### config.mk
export PLATFORM = sky130hd
export DESIGN_NAME = inst_fetch_ctrl
export DESIGN_NICKNAME = d
export VERILOG_FILES = /design/src/rtl/inst_fetch_ctrl_pkg.sv /design/src/rtl/fetch_tag_fifo.sv /design/src/rtl/inst_fetch_ctrl.sv
export SDC_FILE = /design/constraint.sdc
export NUM_CORES = 1
export LEC_CHECK = 0
export ABC_AREA = 0
export CORE_MARGIN = 4
export CORE_UTILIZATION = 40
export DETAILED_ROUTE_END_ITERATION = 10
export GPL_TIMING_DRIVEN = 1
export SYNTH_ARGS = -nofsm -noshare
export SYNTH_HDL_FRONTEND = slang
export SYNTH_HIERARCHICAL = 1
export SYNTH_SLANG_ARGS = --single-unit
### constraint.sdc
create_clock -name clk -period 5.6 [get_ports clk]
set_clock_uncertainty 0.1 [all_clocks]
set_input_delay 0.84 -clock clk [delete_from_list [all_inputs] [get_ports clk]]
set_output_delay 0.84 -clock clk [all_outputs]
set_load 0.005 [all_outputs]
### src/rtl/inst_fetch_ctrl_pkg.sv
// Shared constants and state encoding for the instruction fetch sequencer.
// Imported by inst_fetch_ctrl and fetch_tag_fifo.
package inst_fetch_ctrl_pkg;

  localparam logic [31:0] RESET_PC_DEF = 32'hbfc00000;
  localparam logic [31:0] ZeroWord     = 32'h00000000;

  typedef enum logic [1:0] {
    S_IDLE  = 2'd0,
    S_FETCH = 2'd1,
    S_HOLD  = 2'd2
  } fetch_state_t;

endpackage

### src/rtl/fetch_tag_fifo.sv
// PC tag FIFO for accepted fetch requests; same-cycle push and pop.
// Overflow is prevented upstream by the outstanding-request limit.
module fetch_tag_fifo
  import inst_fetch_ctrl_pkg::*;
#(
  parameter int DEPTH = 4,
  parameter int W     = 32
) (
  input  logic         clk,
  input  logic         reset,
  input  logic         i_push,
  input  logic [W-1:0] i_din,
  input  logic         i_pop,
  output logic [W-1:0] o_head
);

  localparam int AW = $clog2(DEPTH);

  logic [W-1:0]  r_mem [DEPTH];
  logic [AW-1:0] r_wptr;
  logic [AW-1:0] r_rptr;

  always_ff @(posedge clk or posedge reset) begin
    if (reset) begin
      r_wptr <= '0;
      r_rptr <= '0;
    end else begin
      if (i_push) r_wptr <= r_wptr + AW'(1);
      if (i_pop)  r_rptr <= r_rptr + AW'(1);
    end
  end

  always_ff @(posedge clk) begin
    if (i_push) r_mem[r_wptr] <= i_din;
  end

  assign o_head = r_mem[r_rptr];

endmodule

### src/rtl/inst_fetch_ctrl.sv
// Fetch PC sequencer: SRAM-like request handshake, PC tagging, credit throttle.
// Optional perf counters under `FETCH_PERF_CNT_EN.
module inst_fetch_ctrl
  import inst_fetch_ctrl_pkg::*;
#(
  parameter logic [31:0] RESET_PC        = RESET_PC_DEF,
  parameter int          MAX_OUTSTANDING = 4,
  parameter int          IBUF_DEPTH      = 32,
  localparam int         FW              = $clog2(IBUF_DEPTH + 1)
) (
  input  logic          clk,
  input  logic          reset,
  input  logic          flush,
  input  logic [31:0]   flush_pc,
  input  logic          branch_flag,
  input  logic [31:0]   branch_target,
  input  logic [FW-1:0] ibuf_free,
  output logic          inst_req,
  output logic [31:0]   inst_addr,
  input  logic          inst_addr_ok,
  input  logic          inst_data_ok,
  input  logic [31:0]   inst_rdata,
  output logic          buf_push,
  output logic [31:0]   buf_inst,
  output logic [31:0]   buf_pc,
  output logic          buf_flush
`ifdef FETCH_PERF_CNT_EN
  ,
  output logic [31:0]   perf_req_cnt,
  output logic [31:0]   perf_discard_cnt,
  output logic [31:0]   perf_credit_stall_cnt
`endif
);

  localparam int CW = $clog2(MAX_OUTSTANDING) + 1;

  fetch_state_t  r_state;
  fetch_state_t  w_state_nxt;
  logic [31:0]   r_fetch_pc;
  logic [31:0]   r_redir_pc;
  logic          r_redir_pend;
  logic [CW-1:0] r_out;
  logic [CW-1:0] r_disc;
  logic [CW-1:0] w_live;
  logic [CW-1:0] w_out_nxt;
  logic          w_credit_ok;
  logic          w_redir;
  logic [31:0]   w_tgt;
  logic          w_acc;
  logic          w_held;
  logic          w_dok;
  logic          w_drop;
  logic [31:0]   w_tag_head;

  assign w_live      = r_out - r_disc;
  assign w_credit_ok = (32'(w_live) < 32'(ibuf_free)) &&
                       (r_out < CW'(MAX_OUTSTANDING));

  always_comb begin
    w_state_nxt = r_state;
    inst_req    = 1'b0;
    unique case (r_state)
      S_IDLE: w_state_nxt = S_FETCH;
      S_FETCH: begin
        inst_req = w_credit_ok;
        if (w_credit_ok && !inst_addr_ok) w_state_nxt = S_HOLD;
      end
      S_HOLD: begin
        inst_req = 1'b1;
        if (inst_addr_ok) w_state_nxt = S_FETCH;
      end
      default: w_state_nxt = S_IDLE;
    endcase
  end

  assign inst_addr = r_fetch_pc;
  assign w_acc     = inst_req & inst_addr_ok;
  assign w_held    = inst_req & ~inst_addr_ok;
  assign w_redir   = flush | branch_flag;
  assign w_tgt     = flush ? flush_pc : branch_target;

  // A response with nothing outstanding is a protocol error and is ignored.
  assign w_dok     = inst_data_ok & (r_out != '0);
  assign w_drop    = w_dok & ((r_disc != '0) | w_redir);
  assign w_out_nxt = r_out + CW'(w_acc) - CW'(w_dok);

  assign buf_push  = w_dok & ~w_drop;
  assign buf_inst  = inst_rdata;
  assign buf_pc    = w_tag_head;
  assign buf_flush = w_redir;

  fetch_tag_fifo #(
    .DEPTH (MAX_OUTSTANDING),
    .W     (32)
  ) u_tag_fifo (
    .clk    (clk),
    .reset  (reset),
    .i_push (w_acc),
    .i_din  (inst_addr),
    .i_pop  (w_dok),
    .o_head (w_tag_head)
  );

  always_ff @(posedge clk or posedge reset) begin
    if (reset) begin
      r_state      <= S_IDLE;
      r_fetch_pc   <= RESET_PC;
      r_redir_pc   <= ZeroWord;
      r_redir_pend <= 1'b0;
      r_out        <= '0;
      r_disc       <= '0;
    end else begin
      r_state <= w_state_nxt;
      r_out   <= w_out_nxt;
      // A held request accepted after a redirect belongs to the old stream.
      if (w_redir) r_disc <= w_out_nxt;
      else r_disc <= r_disc - CW'(w_drop) + CW'(w_acc & r_redir_pend);
      if (w_redir && w_held) begin
        r_redir_pend <= 1'b1;
        r_redir_pc   <= w_tgt;
      end else if (w_redir) begin
        r_redir_pend <= 1'b0;
        r_fetch_pc   <= w_tgt;
      end else if (w_acc) begin
        r_redir_pend <= 1'b0;
        r_fetch_pc   <= r_redir_pend ? r_redir_pc : r_fetch_pc + 32'd4;
      end
    end
  end

  a_no_spurious_data: assert property (
    @(posedge clk) disable iff (reset) !(inst_data_ok && r_out == '0)
  );

`ifdef FETCH_PERF_CNT_EN
  logic [31:0] r_perf_req;
  logic [31:0] r_perf_disc;
  logic [31:0] r_perf_stall;

  always_ff @(posedge clk or posedge reset) begin
    if (reset) begin
      r_perf_req   <= '0;
      r_perf_disc  <= '0;
      r_perf_stall <= '0;
    end else begin
      if (w_acc && r_perf_req != '1) r_perf_req <= r_perf_req + 32'd1;
      if (w_drop && r_perf_disc != '1) r_perf_disc <= r_perf_disc + 32'd1;
      if (r_state == S_FETCH && !w_credit_ok && r_perf_stall != '1)
        r_perf_stall <= r_perf_stall + 32'd1;
    end
  end

  assign perf_req_cnt          = r_perf_req;
  assign perf_discard_cnt      = r_perf_disc;
  assign perf_credit_stall_cnt = r_perf_stall;
`endif

endmodule

Yosys cells after proc, flatten, opt, wreduce, memory -nomap -nowiden --
Memory sizes are Yosys's and may differ from the RTL's. Index checks and enable logic that the tools add are counted.
Word-level totals: flip-flop bits (word level) 77, bits in writable memories 128, input port bits 108, output and inout bits 99, word-level logic and storage cells 59, memories kept 1
Memory list:
- u_tag_fifo.r_mem | depth 4, width 32, read ports 1, clocked after memory_dff 0, write ports 1, line fetch_tag_fifo.sv:19 | logic [W-1:0] r_mem [DEPTH];
Operators by class: add/sub/neg operators 8, magnitude comparators 2, eq/ne operators 4, muxes and demuxes 14, bitwise logic cells 11, reduce and logical (&&, ||, !) cells 11
Operators by type and width (count):
- two-way mux 32 bit | 4
- adder 32 x 3 -> 32 bit, second input constant | 1
- nonzero test 3 bit | 3
- adder 3 x 1 -> 3 bit | 2
- bitwise AND 1 bit | 6
- < comparator 3 x 6 -> 1 bit | 1
- one-hot mux 2 bit (3 select lines) | 1
- subtractor 3 x 1 -> 3 bit | 2
- two-way mux 1 bit | 5
- adder 2 x 1 -> 2 bit, second input constant | 2
- two-way mux 2 bit | 2
- != test 2 bit, second input constant | 2
- AND reduction 2 bit | 2
- logical AND 1 bit | 3
- < comparator 3 bit, second input constant | 1
- two-way mux 3 bit | 1
- NOT 1 bit | 3
- subtractor 3 bit | 1
- equality test 2 x 1 -> 1 bit, second input constant | 1
- equality test 2 bit, second input constant | 1
- zero test 2 bit | 1
- bitwise OR 1 bit | 2
- one-hot mux 1 bit (2 select lines) | 1
- nonzero test 2 bit | 1
- zero test 1 bit | 1

Longest topological paths before layout --
depth in word-level cells 8, gate-level depth with buffers 20, gate-level depth less buffers 20

Modules after synthesis --
The synthesis kept the hierarchy.
By module, submodules not included:
- inst_fetch_ctrl | times used 1, cells an instance 602, area each 5159.9 µm², sequential area each 1838.0 µm²
- fetch_tag_fifo | times used 1, cells an instance 189, area each 4894.7 µm², sequential area each 3943.8 µm²

Least setup slack after synthesis --
No wires, ideal clock.
path type register to register, start register r_out[0], end register r_disc[2], setup time 0.131 ns, arrival time 3.899 ns, required time 5.369 ns, setup slack 1.470 ns, stages on the path, launching flop included 21, buffers on the path 0, clock period less this slack 4.130 ns, path through dfrtp_1 -> inv_1 -> ha_1 -> inv_1 -> fa_1 -> xor2_1 -> xnor2_1 -> ha_1 -> a21o_1 -> a311o_1 -> nand2_1 -> nand2_1 -> inv_1 -> nand2_1 -> ha_1 -> inv_1 -> ha_1 -> fa_1 -> xnor2_1 -> xnor2_1 -> o21ai_0
Between the ends: longest elaborated chain between the ends 8, elaborated cells on any way between the ends 15, those cells by class add/sub (5); order compare (2); mux (2); bitwise (4); reduce/logical (2)
Ends and longest elaborated chain:
- start, declared | line inst_fetch_ctrl.sv:42 | logic [CW-1:0] r_out;
- start signal, assigned | line inst_fetch_ctrl.sv:114 | r_out <= w_out_nxt;
- subtractor 3 bit | line inst_fetch_ctrl.sv:55 | assign w_live = r_out - r_disc;
- < comparator 3 x 6 -> 1 bit | line inst_fetch_ctrl.sv:56 | assign w_credit_ok = (32'(w_live) < 32'(ibuf_free)) &&
- logical AND 1 bit * | line inst_fetch_ctrl.sv:56
- one-hot mux 1 bit (2 select lines) * | line inst_fetch_ctrl.sv:62 | unique case (r_state)
- named net inst_req | line inst_fetch_ctrl.sv:18 | output logic inst_req,
- bitwise AND 1 bit * | line inst_fetch_ctrl.sv:77 | assign w_acc = inst_req & inst_addr_ok;
- named net w_acc | line inst_fetch_ctrl.sv:49 | logic w_acc;
- adder 3 x 1 -> 3 bit / bitwise AND 1 bit (equally long branches) | line inst_fetch_ctrl.sv:85, inst_fetch_ctrl.sv:117
- subtractor 3 x 1 -> 3 bit / adder 3 x 1 -> 3 bit (equally long branches) | line inst_fetch_ctrl.sv:85, inst_fetch_ctrl.sv:117
- two-way mux 3 bit * | line inst_fetch_ctrl.sv:116 | if (w_redir) r_disc <= w_out_nxt;
- end signal, assigned | line inst_fetch_ctrl.sv:116
- end signal, assigned | line inst_fetch_ctrl.sv:117 | else r_disc <= r_disc - CW'(w_drop) + CW'(w_acc & r_redir_pend);
- end, declared | line inst_fetch_ctrl.sv:43 | logic [CW-1:0] r_disc;
The timed path passes the listed nets; every way through them passes the cells marked *. A chain may end at the register's enable or synchronous reset.

Final worst setup path --
start register r_out[0], end output inst_req
Between the ends: longest elaborated chain between the ends 4, elaborated cells on any way between the ends 5, those cells by class add/sub (1); order compare (2); mux (1); reduce/logical (1)
Ends and longest elaborated chain (line):
- subtractor 3 bit | inst_fetch_ctrl.sv:55
- < comparator 3 x 6 -> 1 bit | inst_fetch_ctrl.sv:56
- logical AND 1 bit * | inst_fetch_ctrl.sv:56
- one-hot mux 1 bit (2 select lines) * | inst_fetch_ctrl.sv:62
- end, declared | inst_fetch_ctrl.sv:18
Every way passes the cells marked *; elsewhere a longest branch is shown, timed or not.

==> impl_metrics.py <==
metrics = {
    "pwr": {
        "p_leak_uw": 0.00451,
        "sequentialPowerShare_pct": 41.8,
        "intPower_uw": 4410,
        "power_frac_comb_pct": 33.4,
        "powerDensity_nw_per_um2": 535,
        "ir_drop_uv": 231,
        "switchingPower_uw": 2190,
        "p_clk_share_pct": 24.8,
        "swShare_pct": 33.1,
    },
    "cts": {
        "postCtsResizedCells": 0,
        "cts_tree": "done",
        "cts_hold_buf": 0,
        "cts.sinks": 205,
        "clk_latency_ns": 0.51,
        "htree_num_levels": 1,
        "clk_pin_slew_worst_paths_ns": 0.06,
        "post_cts_buffers": 0,
        "root_buffer": "clkbuf_16",
        "cts_made_buffers": 22,
        "cts.path.max_buffers": 3,
    },
    "cells_and_area": {
        "syn_to_final_growth_pct": 22.5,
        "drive_gt1_share_pct": 11.9,
        "final_common_cell": "clkdlybuf4s50_1",
        "fillCellCount": 2178,
        "mostFrequentLayoutCells": "clkdlybuf4s50_1, edfxtp_1, dfrtp_1, nor2_1, nand2_1",
        "fin_util_pct": 50.2,
        "num_antenna_cells": 0,
        "finalNonFillerCells": 1232,
        "finish.net_count": 1020,
    },
    "grt": {
        "grt_pass1_wl_um": 39900,
        "grt_antenna_before_repair": 0,
        "grt-ovfl-total": 0,
        "grt_use_total_pct": 17.8,
        "grt_max_degree": 90,
        "grt_pass1_vias": 6771,
    },
    "setup_path": {
        "worstPathArrival_ns": 3.57,
        "reg2reg_to": "r_disc[2]",
        "crit_fanout": 6,
        "start_kind": "register",
        "r2r_start": "r_out[0]",
        "required_ns": 4.66,
        "cp-end-kind": "output port",
        "worstSetupStartpoint": "r_out[0]",
        "crit_path_end": "inst_req",
        "ff2ff_path_depth": 20,
        "rrSetupSlack_ns": 1.13,
        "worstSetupPathType": "reg -> out",
    },
    "placement": {
        "place_congestion": 0.792,
        "io_buffers": 142,
        "dp_cells": 1192,
        "dpl.hpwl_um": 17000,
    },
    "flow_run": {
        "maxCapViolations": 0,
    },
    "logic_synthesis": {
        "ys_warn_count": 6,
        "synth_area_um2": 10100,
        "yosys.area_share.simple_pct": 9.73,
        "synth_cell_types": 71,
        "yosys.area.top_type": "edfxtp_1",
        "synthesis.nets": 919,
        "ys_ff_latch": 205,
        "yosys.area.top_type_share_pct": 38.2,
        "synth_top_flop_cell": "edfxtp_1",
        "synthArstFlopShare_pct": 37.6,
        "synth-edff-count": 128,
        "netlist_instances": 791,
        "synth_top_family_by_area": "compound AO/OA/AOI/OAI gates",
        "synth.avg_cell_area_um2": 12.7,
        "synth-compound-area-share_pct": 13.9,
        "synth-xor-area-share_pct": 0.871,
        "synth_area_leaders": "edfxtp_1, dfrtp_1, mux4_2, buf_4, dfstp_2",
        "synth_mux_area_share_pct": 9.36,
        "synth_fa_ha_area_share_pct": 2.71,
        "yosysSeqAreaShare_pct": 57.5,
    },
    "floorplan": {
        "io_pins": 207,
        "row_count": 57,
        "dieArea_um2": 27700,
        "coreArea_um2": 24500,
        "die_h_um": 167,
        "start_util_pct": 41.0,
        "die_x_um": 167,
    },
    "sta": {
        "maxSlewViolCount": 0,
        "timing.fmax_mhz": 222,
        "slew_headroom_pct": 33.8,
        "setup_viol": 0,
        "rsz0062_at_grt": "false",
        "timing.final.crit_share_pct": 80.5,
        "finalHoldViolations": 0,
        "fin_setup_tns_ns": 0,
        "worst_pin_slew_ns": 0.984,
        "period_minus_slack_ns": 4.51,
        "holdWs_ns": 0.428,
    },
    "detailed_routing": {
        "drt_iter0_markers": 514,
        "wl_um": 25100,
        "ant_nets": 0,
        "routed_via_density": 5.62,
        "drc": 0,
        "dr.pass1.iters": 5,
        "vias": 6926,
        "avgRoutedWirePerCell_um": 20.4,
    },
    "hold_path": {
        "hold_class": "reg -> reg",
    },
    "run_status": {
        "status": "finished, final reports clean",
    },
}
[Yosys cell counts, types with 5 or more instances]
| cell type | n |
|---|---|
| nand3_1 | 12 |
| a211o_1 | 5 |
| clkbuf_1 | 20 |
| nand3b_1 | 6 |
| o22ai_1 | 5 |
| and2_1 | 6 |
| nand2b_1 | 19 |
| nand4_1 | 8 |
| nand2_1 | 49 |
| xnor2_1 | 6 |
| o211ai_1 | 5 |
| a41oi_1 | 9 |
| nor3_1 | 9 |
| inv_1 | 27 |
| a22oi_1 | 20 |
| and3_1 | 10 |
| a31oi_1 | 36 |
| o21ai_0 | 39 |
| buf_4 | 33 |
| buf_2 | 18 |
| mux4_2 | 28 |
| a211oi_1 | 5 |
| dfrtp_1 | 68 |
| edfxtp_1 | 128 |
| nor2_1 | 57 |
| mux2i_1 | 16 |
| o31ai_1 | 14 |
| a22o_1 | 6 |
| dfstp_2 | 9 |
| a21oi_1 | 35 |
| ha_1 | 17 |
[sequential cells by signal, summed over array words and instances (netlist names)]
| register | flops |
|---|---|
| inst_addr | 32 |
| r_disc | 3 |
| r_out | 3 |
| r_redir_pc | 32 |
| r_redir_pend | 1 |
| r_state | 2 |
| u_tag_fifo/r_mem | 128 |
| u_tag_fifo/r_rptr | 2 |
| u_tag_fifo/r_wptr | 2 |
[cell families (layout without fill, tap and decap cells)]
| logic type | count (synthesis) | after routing |
|---|---|---|
| flops | 205 | 205 |
| mux | 52 | 52 |
| fa+ha+maj | 20 | 20 |
| buf+inv | 106 | 223 |
| xor+xnor | 10 | 10 |
| compound gates | 205 | 205 |
| simple gates | 193 | 193 |
[area by class of cell]
type	instances	area, µm²	share of cell area (%)
tap	324	405	3.29
timing repair buffer	155	1530	12.4
inverter	28	105	0.853
clock inverter	16	265	2.15
sequential	205	5780	46.9
clock buffer	24	558	4.53
multi-input combinational	480	3680	29.8
[worst min-delay path by stage]
stage                         from             end  depth (start not counted)
floorplan            r_redir_pc[4]   r_redir_pc[4]                          2
global placement     r_redir_pc[4]   r_redir_pc[4]                          2
detailed placement   r_redir_pc[4]   r_redir_pc[4]                          2
CTS                  r_redir_pc[4]   r_redir_pc[4]                          2
global route        r_redir_pc[10]  r_redir_pc[10]                          2
finish              r_redir_pc[10]  r_redir_pc[10]                          2
[critical path, stage by stage, from the launching register on]
cell and delay, ns:
dfrtp_1 0.40, inv_1 0.06, ha_1 0.13, inv_1 0.05, fa_1 0.37, xor2_1 0.16
xnor2_1 0.13, ha_1 0.34, a21o_1 0.23, a311o_1 0.41, nand2_1 0.21, clkdlybuf4s50_1 0.56
[per-stage QoR]
step                      setup WS, ns  instance area [µm²]  power [µW]
after floorplan                   1.47                10100        3960
after global placement            1.17                11500        4970
after detailed placement          1.07                11500        5010
after CTS                         1.06                12300        6660
after global routing             0.795                12300        7000
final                             1.09                12300        6590
[metal layers]
metal | up-vias | global-route usage, % | routed length [µm]
met3 | 43 | 2.87 | 1670
met2 | 272 | 26.6 | 11300
met1 | 3407 | 27.3 | 11600
met5 | - | 0 | 0
li1 | 3204 | - | -
met4 | 0 | 4.48 | 544
[power groups by stage]
stage,Clock [µW],Sequential (µW),Combinational (µW)
after global placement,0,2770,2200
after CTS,1670,2760,2230
after floorplan,0,2500,1460
final,1640,2760,2200
after global routing,1740,2840,2420
after detailed placement,0,2790,2230
Power figures use the tool's default switching activity.
